`config.mk`:
```
export PLATFORM = sky130hd
export DESIGN_NAME = hex_display_scan
export DESIGN_NICKNAME = d
export VERILOG_FILES = /design/src/rtl/hex_display_scan.sv
export SDC_FILE = /design/constraint.sdc
export NUM_CORES = 1
export LEC_CHECK = 0
export CORE_ASPECT_RATIO = 1.1
export CORE_MARGIN = 3
export CORE_UTILIZATION = 57
export DETAILED_ROUTE_END_ITERATION = 8
export PLACE_DENSITY = 0.91
export SLEW_MARGIN = 20
export SYNTH_ARGS = -nofsm -noshare
export SYNTH_HDL_FRONTEND = slang
export SYNTH_SLANG_ARGS = --single-unit
```
`constraint.sdc`:
```
create_clock -name CLOCK_50 -period 4.7 [get_ports CLOCK_50]
set_input_delay 1.175 -clock CLOCK_50 [delete_from_list [all_inputs] [get_ports CLOCK_50]]
set_output_delay 1.175 -clock CLOCK_50 [all_outputs]
set_load 0.03 [all_outputs]
```
`src/rtl/hex_display_scan.sv`:
```
// N-digit hex 7-segment driver: tear-free frame-aligned value update, scanned and
// static segment outputs, leading-zero suppression, per-digit blank and blink.
module hex_display_scan #(
  parameter int unsigned NUM_DIGITS   = 4,
  parameter int unsigned SCAN_DIV     = 50000,
  parameter int unsigned BLINK_FRAMES = 250
) (
  input  logic                    CLOCK_50,
  input  logic                    RESETN,
  input  logic [4*NUM_DIGITS-1:0] value_in,
  input  logic                    load,
  input  logic                    lz_en,
  input  logic [NUM_DIGITS-1:0]   blank_mask,
  input  logic [NUM_DIGITS-1:0]   blink_mask,
  output logic [6:0]              HEX_SEG,
  output logic [NUM_DIGITS-1:0]   DIG_EN,
  output logic [7*NUM_DIGITS-1:0] HEX_ALL,
  output logic                    frame_tick
);

  localparam int unsigned VAL_W = 4 * NUM_DIGITS;
  localparam int unsigned ALL_W = 7 * NUM_DIGITS;
  localparam int unsigned IDX_W = (NUM_DIGITS > 1) ? $clog2(NUM_DIGITS) : 1;
  localparam int unsigned CNT_W = (SCAN_DIV > 1) ? $clog2(SCAN_DIV) : 1;
  localparam int unsigned BLK_W = (BLINK_FRAMES > 1) ? $clog2(BLINK_FRAMES) : 1;

  localparam logic [IDX_W-1:0] IDX_LAST = IDX_W'(NUM_DIGITS - 1);
  localparam logic [CNT_W-1:0] CNT_LAST = CNT_W'(SCAN_DIV - 1);
  localparam logic [BLK_W-1:0] BLK_LAST = BLK_W'(BLINK_FRAMES - 1);
  localparam logic [6:0]       SEG_OFF  = 7'h7F;

  // Active-low g..a segment pattern for one hex nibble.
  function automatic logic [6:0] seg7(input logic [3:0] nib);
    logic [6:0] s;
    case (nib)
      4'h0: s = 7'h40;
      4'h1: s = 7'h79;
      4'h2: s = 7'h24;
      4'h3: s = 7'h30;
      4'h4: s = 7'h19;
      4'h5: s = 7'h12;
      4'h6: s = 7'h02;
      4'h7: s = 7'h78;
      4'h8: s = 7'h00;
      4'h9: s = 7'h10;
      4'hA: s = 7'h08;
      4'hB: s = 7'h03;
      4'hC: s = 7'h46;
      4'hD: s = 7'h21;
      4'hE: s = 7'h06;
      default: s = 7'h0E;
    endcase
    return s;
  endfunction

  logic [VAL_W-1:0]      shadow_q, shadow_d;
  logic [VAL_W-1:0]      display_q, display_d;
  logic                  pending_q, pending_d;
  logic [CNT_W-1:0]      cnt_q, cnt_d;
  logic [IDX_W-1:0]      idx_q, idx_d;
  logic [BLK_W-1:0]      blk_cnt_q, blk_cnt_d;
  logic                  blink_phase_q, blink_phase_d;
  logic                  boundary_q;
  logic                  frame_tick_q;
  logic [6:0]            hex_seg_q, hex_seg_d;
  logic [NUM_DIGITS-1:0] dig_en_q, dig_en_d;
  logic [ALL_W-1:0]      hex_all_q, hex_all_d;

  logic                  scan_term;
  logic                  frame_end;
  logic                  zero_run;
  logic [NUM_DIGITS-1:0] blank_vec;

  // Prescaler, digit index and frame boundary detection.
  always_comb begin
    scan_term = (cnt_q == CNT_LAST);
    frame_end = scan_term && (idx_q == IDX_LAST);
    cnt_d     = scan_term ? '0 : cnt_q + CNT_W'(1);
    idx_d     = idx_q;
    if (scan_term) begin
      idx_d = (idx_q == IDX_LAST) ? '0 : idx_q + IDX_W'(1);
    end
  end

  // Shadow/pending capture; display only changes on a frame boundary.
  always_comb begin
    shadow_d  = shadow_q;
    pending_d = pending_q;
    display_d = display_q;
    if (load) begin
      shadow_d = value_in;
    end
    if (frame_end) begin
      pending_d = 1'b0;
      if (load) begin
        display_d = value_in;
      end else if (pending_q) begin
        display_d = shadow_q;
      end
    end else if (load) begin
      pending_d = 1'b1;
    end
  end

  // Blink phase flips every BLINK_FRAMES frame boundaries.
  always_comb begin
    blk_cnt_d     = blk_cnt_q;
    blink_phase_d = blink_phase_q;
    if (frame_end) begin
      if (blk_cnt_q == BLK_LAST) begin
        blk_cnt_d     = '0;
        blink_phase_d = ~blink_phase_q;
      end else begin
        blk_cnt_d = blk_cnt_q + BLK_W'(1);
      end
    end
  end

  // Per-digit segments; zero_run tracks "this nibble and all above are zero".
  always_comb begin
    zero_run  = 1'b1;
    blank_vec = '0;
    hex_all_d = '1;
    hex_seg_d = SEG_OFF;
    dig_en_d  = '1;
    for (int k = int'(NUM_DIGITS) - 1; k >= 0; k--) begin
      zero_run     = zero_run & (display_q[4*k +: 4] == 4'h0);
      blank_vec[k] = blank_mask[k]
                   | (blink_phase_q & blink_mask[k])
                   | (lz_en & (k > 0) & zero_run);
      hex_all_d[7*k +: 7] = blank_vec[k] ? SEG_OFF : seg7(display_q[4*k +: 4]);
    end
    for (int k = 0; k < int'(NUM_DIGITS); k++) begin
      if (idx_q == IDX_W'(k)) begin
        hex_seg_d   = hex_all_d[7*k +: 7];
        dig_en_d[k] = 1'b0;
      end
    end
  end

  always_ff @(posedge CLOCK_50 or negedge RESETN) begin
    if (!RESETN) begin
      shadow_q      <= '0;
      display_q     <= '0;
      pending_q     <= 1'b0;
      cnt_q         <= '0;
      idx_q         <= '0;
      blk_cnt_q     <= '0;
      blink_phase_q <= 1'b0;
      boundary_q    <= 1'b0;
      frame_tick_q  <= 1'b0;
      hex_seg_q     <= SEG_OFF;
      dig_en_q      <= '1;
      hex_all_q     <= '1;
    end else begin
      shadow_q      <= shadow_d;
      display_q     <= display_d;
      pending_q     <= pending_d;
      cnt_q         <= cnt_d;
      idx_q         <= idx_d;
      blk_cnt_q     <= blk_cnt_d;
      blink_phase_q <= blink_phase_d;
      // Two stages so the tick lines up with digit 0 appearing on DIG_EN.
      boundary_q    <= frame_end;
      frame_tick_q  <= boundary_q;
      hex_seg_q     <= hex_seg_d;
      dig_en_q      <= dig_en_d;
      hex_all_q     <= hex_all_d;
    end
  end

  assign HEX_SEG    = hex_seg_q;
  assign DIG_EN     = dig_en_q;
  assign HEX_ALL    = hex_all_q;
  assign frame_tick = frame_tick_q;

endmodule

```
==> impl_metrics.yaml, run 1 <==
global_route:
  grt_pass1_vias: 3626
  grt_usage: 0.235
  grt_overflow_total: 0
  grt_pass1_wl_um: 18000
  antenna_found_initial: 0
  grt_max_degree: 85
critical_path:
  worstReg2RegEnd: "display_q[0]"
  startpoint: "lz_en"
  reg2reg_depth: 5
  regToRegSetupSlack_ns: 1.86
  cp_top_family: "compound AO/OA/AOI/OAI gates"
  crit_arrival_ns: 3.26
  crit_chain: "clkdlybuf4s50_1 > nor4bb_1 > nand3_1 > o211a_1 > a221o_1 > o21ai_0"
  cp_slowest_cell: "nor4bb_1"
  worst_path_largest_cell_delay_ns: 0.48
  critical_path_class: "input pin to flip-flop"
  crit-reg2reg-launch: "cnt_q[4]"
  crit_path_end_kind: "flip-flop"
  path_buf_inv: 1
  cp.required_ns: 5.01
  path_max_fanout: 7
  startpoint_type: "input pin"
placement:
  dpl.hpwl_um: 8100
  routabilityCongestion: 0.949
  io_buffers: 67
  dp.cells: 610
  place_area_um2: 5720
  dpl_worst_slack_ns: 1.40
final_layout:
  drive_gt1_frac: 0.186
  nFillCells: 573
  finalInstanceArea_um2: 5930
  final_cells: 627
  diodes: 0
  area_growth_pct: 18.9
  mostFrequentLayoutCells: "clkdlybuf4s50_1 (66), dfrtp_1 (62), nand2_1 (46)"
  nets: 568
  final_common_cell: "clkdlybuf4s50_1"
clock_network:
  cts_sinks: 101
  clkTransAtPathRegs_ns: 0.11
  cts_buffers: 9
  cts_setup_buffers: 0
  ctsLongestPathBuffers: 2
  clock_latency_ns: 0.38
  ctsHoldBuffers: 0
  cts_tree: "done"
  cts.repair.resized: 0
  htree_levels: 3
  cts_root_buf: "clkbuf_8"
synthesis:
  synth_edf_count: 0
  ys_seq_area_frac: 0.516
  ys.flop_type: "dfrtp_1"
  syn-num-nets: 504
  yosys.area.top_type: "dfrtp_1"
  ys_types: 49
  synth_seq_cells: 101
  syn_avg_cell_area_um2: 11.2
  yosys.area.top_type_share: 0.311
  synth_cells: 447
  syn_area_um2: 4990
  synth_async_sr_flop_share: 1.00
  synth_area_leaders: "dfrtp_1 (31%), dfstp_2 (21%), ha_1 (7.3%)"
  yosys_warnings: 0
pwr:
  pwr-share-seq: 0.549
  pwr-share-clk: 0.304
  p_switching_w: 0.000496
  swShare: 0.284
  p_int_w: 0.00125
  pwr-share-comb: 0.147
  p_leak_nw: 2.53
  power.density_nw_per_um2: 294
  ir_worst_vdd_mv: 0.183
timing:
  final-setup-viol-count: 0
  fin_crit_ns: 2.95
  final_max_slew_viol_count: 0
  hold_viol: 0
  period_share: 0.628
  fmax_mhz: 339
  finalClockSkew_ns: 0.0150
  slew_headroom: 0.379
  tightest_slew_ns: 0.932
  setup_ws_ns: 1.75
  tns_ns: 0
  rsz0062_at_grt: "false"
die:
  rows: 35
  die_area_um2: 9910
  ios: 68
  die_y_um: 104
  start_util: 0.590
  core_area_um2: 8450
  chipWidth_um: 95.2
worst_hold_path:
  min_path_type: "flip-flop to flip-flop"
  hp-start: "boundary_q"
  min_path_cells: 0
  hold_path_end: "frame_tick"
detailed_routing:
  drcViolationCount: 0
  first_pass_iters: 7
  drtIter0Drc: 306
  antenna_left: 0
  vias: 3677
  vias_per_cell: 5.86
  wl_per_cell_um: 17.6
  routed_wl_um: 11100
outcome:
  status: "complete, no violations"
run:
  maxCapViolations: 0
cells by family after synthesis:
logic type | count (synthesis) | synth area share
mux | 39 | 0.0970
fa+ha+maj | 29 | 0.0727
xor+xnor | 13 | 0.0228
buf+inv | 40 | 0.0364
compound gates | 90 | 0.123
flops | 101 | 0.516
simple gates | 135 | 0.132
registers in the layout, indices dropped and copies added (netlist names):
name and flops:
blink_phase_q 1, blk_cnt_q 8, DIG_EN 4, HEX_SEG 7, display_q 16, shadow_q 16, boundary_q 1, HEX_ALL 28
pending_q 1, idx_q 2, frame_tick 1, cnt_q 16
area by class of cell:
| type | count | area, um2 | share of cell area |
|---|---|---|---|
| Multi-Input combinational cell | 306 | 2230 | 0.376 |
| Clock inverter | 7 | 66.3 | 0.0112 |
| Sequential cell | 101 | 2580 | 0.434 |
| Clock buffer | 9 | 124 | 0.0209 |
| Tap cell | 111 | 139 | 0.0234 |
| Inverter | 23 | 86.3 | 0.0145 |
| Timing Repair Buffer | 70 | 711 | 0.120 |
worst max-delay path by stage:
stage                 endpoint  slack [ns]  cells past startpoint
floorplan           HEX_SEG[1]        2.11                      5
detailed placement  HEX_SEG[4]        1.40                      6
finish              HEX_SEG[4]        1.75                      6
global placement    HEX_SEG[1]        1.51                      6
global route        HEX_SEG[4]        1.57                      6
CTS                 HEX_SEG[4]        1.79                      6
per-layer routing:
metal | global-route usage | share of wire | up-vias | wire length, um
met5 | 0 | 0 | - | 0
met4 | 0.0845 | 0.026 | 0 | 284
met2 | 0.382 | 0.50 | 131 | 5560
li1 | - | - | 1712 | -
met3 | 0.0521 | 0.053 | 26 | 588
met1 | 0.307 | 0.42 | 1808 | 4630
power by group through the flow:
stage | clock network, W | registers (W) | logic, W
floorplan | 0 | 0.00102 | 0.0000918
global placement | 0 | 0.000970 | 0.000247
detailed placement | 0 | 0.000973 | 0.000254
CTS | 0.000539 | 0.000958 | 0.000255
global route | 0.000581 | 0.000963 | 0.000277
finish | 0.000530 | 0.000958 | 0.000257
worst register-to-register path, delay by kind of cell (launching register included):
kind,cells,cell delay (ns)
and+or+nand+nor,4,1.85
muxes,1,0.43
DFF,1,0.44
synthesized netlist by cell type, types with 7 or more instances:
cell	count
clkbuf_1	14
dfstp_2	39
dfrtp_1	62
mux2_4	10
o211ai_1	9
inv_1	23
nor2_1	23
nand2_1	46
mux2_2	25
a21oi_1	11
o21ai_0	25
nand3_1	23
a221o_1	7
ha_1	29
xor2_1	8
through the flow:
stage / hold slack [ns] / utilization / total power (W)
5_1_grt: 0.404 / 0.702 / 0.00182
3_5_place_dp: 0.353 / 0.676 / 0.00123
6_report: 0.385 / 0.702 / 0.00174
3_3_place_gp: 0.334 / 0.676 / 0.00122
2_1_floorplan: 0.331 / - / 0.00111
4_1_cts: 0.398 / 0.699 / 0.00175
Power figures use the tool's default switching activity.
==> run 2: changes to the inputs <==
CORE_UTILIZATION = 50   (was 57)
PLACE_DENSITY = 0.86   (was 0.91)
clock period = 2.42 ns   (was 4.7 ns; I/O delays follow)
==> run 2 against run 1 <==
  * Register-to-register slack got worse by 1.8 ns
  * First-iteration DRC count down 56%
  * Worst hold slack got worse by 0.23 ns
  * Non-clock buffer count up 19
  * Clock power grew 120%
  * Setup slack lost 1.6 ns
  * Clock skew increased by 0.0032 ns
  * Critical endpoint is now display_q[10]
==> impl_metrics.yaml, run 2 (synthesis gave the netlist of run 1 again) <==
final_layout:
  nFillCells: 720
  final_cells: 652
  drive_gt1_frac: 0.217
  nets: 587
  diodes: 0
  area_growth_pct: 22.7
  finalInstanceArea_um2: 6120
  mostFrequentLayoutCells: "clkdlybuf4s50_1 (66), dfrtp_1 (62), nand2_1 (46)"
  largest_register_ffs: 28
  final_common_cell: "clkdlybuf4s50_1"
critical_path:
  crit_path_end_kind: "flip-flop"
  path_max_fanout: 16
  crit_arrival_ns: 2.59
  critical_path_class: "flip-flop to flip-flop"
  startpoint_type: "flip-flop"
  cp.required_ns: 2.69
  regToRegSetupSlack_ns: 0.10
timing:
  final_max_slew_viol_count: 0
  period_share: 0.958
  final-setup-viol-count: 0
  rsz0062_at_grt: "false"
  fmax_mhz: 431
  finalClockSkew_ns: 0.0182
  slew_headroom: 0.520
  hold_slack_ns: 0.157
  fin_crit_ns: 2.32
  hold_viol: 0
  tns_ns: 0
  tightest_slew_ns: 0.714
detailed_routing:
  wl_per_cell_um: 16.9
  antenna_left: 0
  drtIter0Drc: 136
  routed_wl_um: 11000
  vias: 3714
  vias_per_cell: 5.70
  first_pass_iters: 4
  drcViolationCount: 0
clock_network:
  ctsHoldBuffers: 0
  ctsLongestPathBuffers: 2
  clkTransAtPathRegs_ns: 0.09
  cts_buffers: 9
  cts_sinks: 101
  cts_tree: "done"
  htree_levels: 3
  cts_root_buf: "clkbuf_8"
  clock_latency_ns: 0.38
global_route:
  grt_usage: 0.207
  grt_pass1_wl_um: 18300
  antenna_found_initial: 0
  grt_max_degree: 47
  grt_pass1_vias: 3749
  grt_overflow_total: 0
die:
  start_util: 0.523
  chipWidth_um: 101
  die_y_um: 111
  ios: 68
  die_area_um2: 11200
  rows: 37
  core_area_um2: 9540
placement:
  io_buffers: 67
  dp.cells: 636
  dpl.hpwl_um: 8430
  place_area_um2: 5900
  routabilityCongestion: 0.897
outcome:
  status: "complete, no violations"
pwr:
  power.density_nw_per_um2: 579
  ir_worst_vdd_mv: 0.364
  p_leak_nw: 2.65
  power.total_w: 0.00355
worst_hold_path:
  min_path_type: "input pin to async pin"
run:
  maxCapViolations: 0
[run 2: path summary, 6_finish.rpt]
path                       startpoint       endpoint  cells after the start
min                            RESETN   shadow_q[15]                      1
max in group asynchronous      RESETN     HEX_SEG[5]                      2
min in group CLOCK_50      boundary_q     frame_tick                      0
max reg2reg                  cnt_q[4]  display_q[10]                      6
min reg2reg                boundary_q     frame_tick                      0
max                          cnt_q[4]  display_q[10]                      6
[run 2: routing by layer]
layer	vias to the layer above	part of all wire	GRT usage
met1	1821	0.43	0.278
li1	1756	-	-
met3	19	0.052	0.0359
met2	118	0.50	0.330
met5	-	0	0
met4	0	0.026	0.0869
[run 2: timing repair]
item	CTS	global route
setup endpoints to repair	0	6
resized for setup	0	1
setup buffers	0	0
[run 2: stage by stage]
stage	utilization	setup slack, ns
final	0.642	0.101
after global routing	0.642	0.0593
after CTS	0.642	0.0885
after detailed placement	0.619	-0.266
after global placement	0.619	-0.219
after floorplan	-	-0.0441
[run 2: power by group]
group | internal [W] | switching (W) | leakage [nW]
Clock | 0.000588 | 0.000596 | 0.114
Combinational | 0.000227 | 0.000281 | 1.32
Sequential | 0.00181 | 0.0000494 | 1.21
Total | 0.00262 | 0.000926 | 2.65
[run 2: final cells by class]
cell class / instances / area [um2] / share of cell area
multi-input combinational: 306 / 2240 / 0.365
clock buffer: 9 / 124 / 0.0202
inverter: 23 / 86.3 / 0.0141
timing repair buffer: 89 / 858 / 0.140
clock inverter: 7 / 96.3 / 0.0157
sequential: 101 / 2580 / 0.421
tap: 117 / 146 / 0.0239
[run 2: critical path, stage by stage (launching register included)]
cell     delay, ns
dfrtp_1       0.38
or4_1         0.53
nor4_2        0.17
or3b_1        0.38
or2_1         0.25
buf_12        0.18
mux2_4        0.31
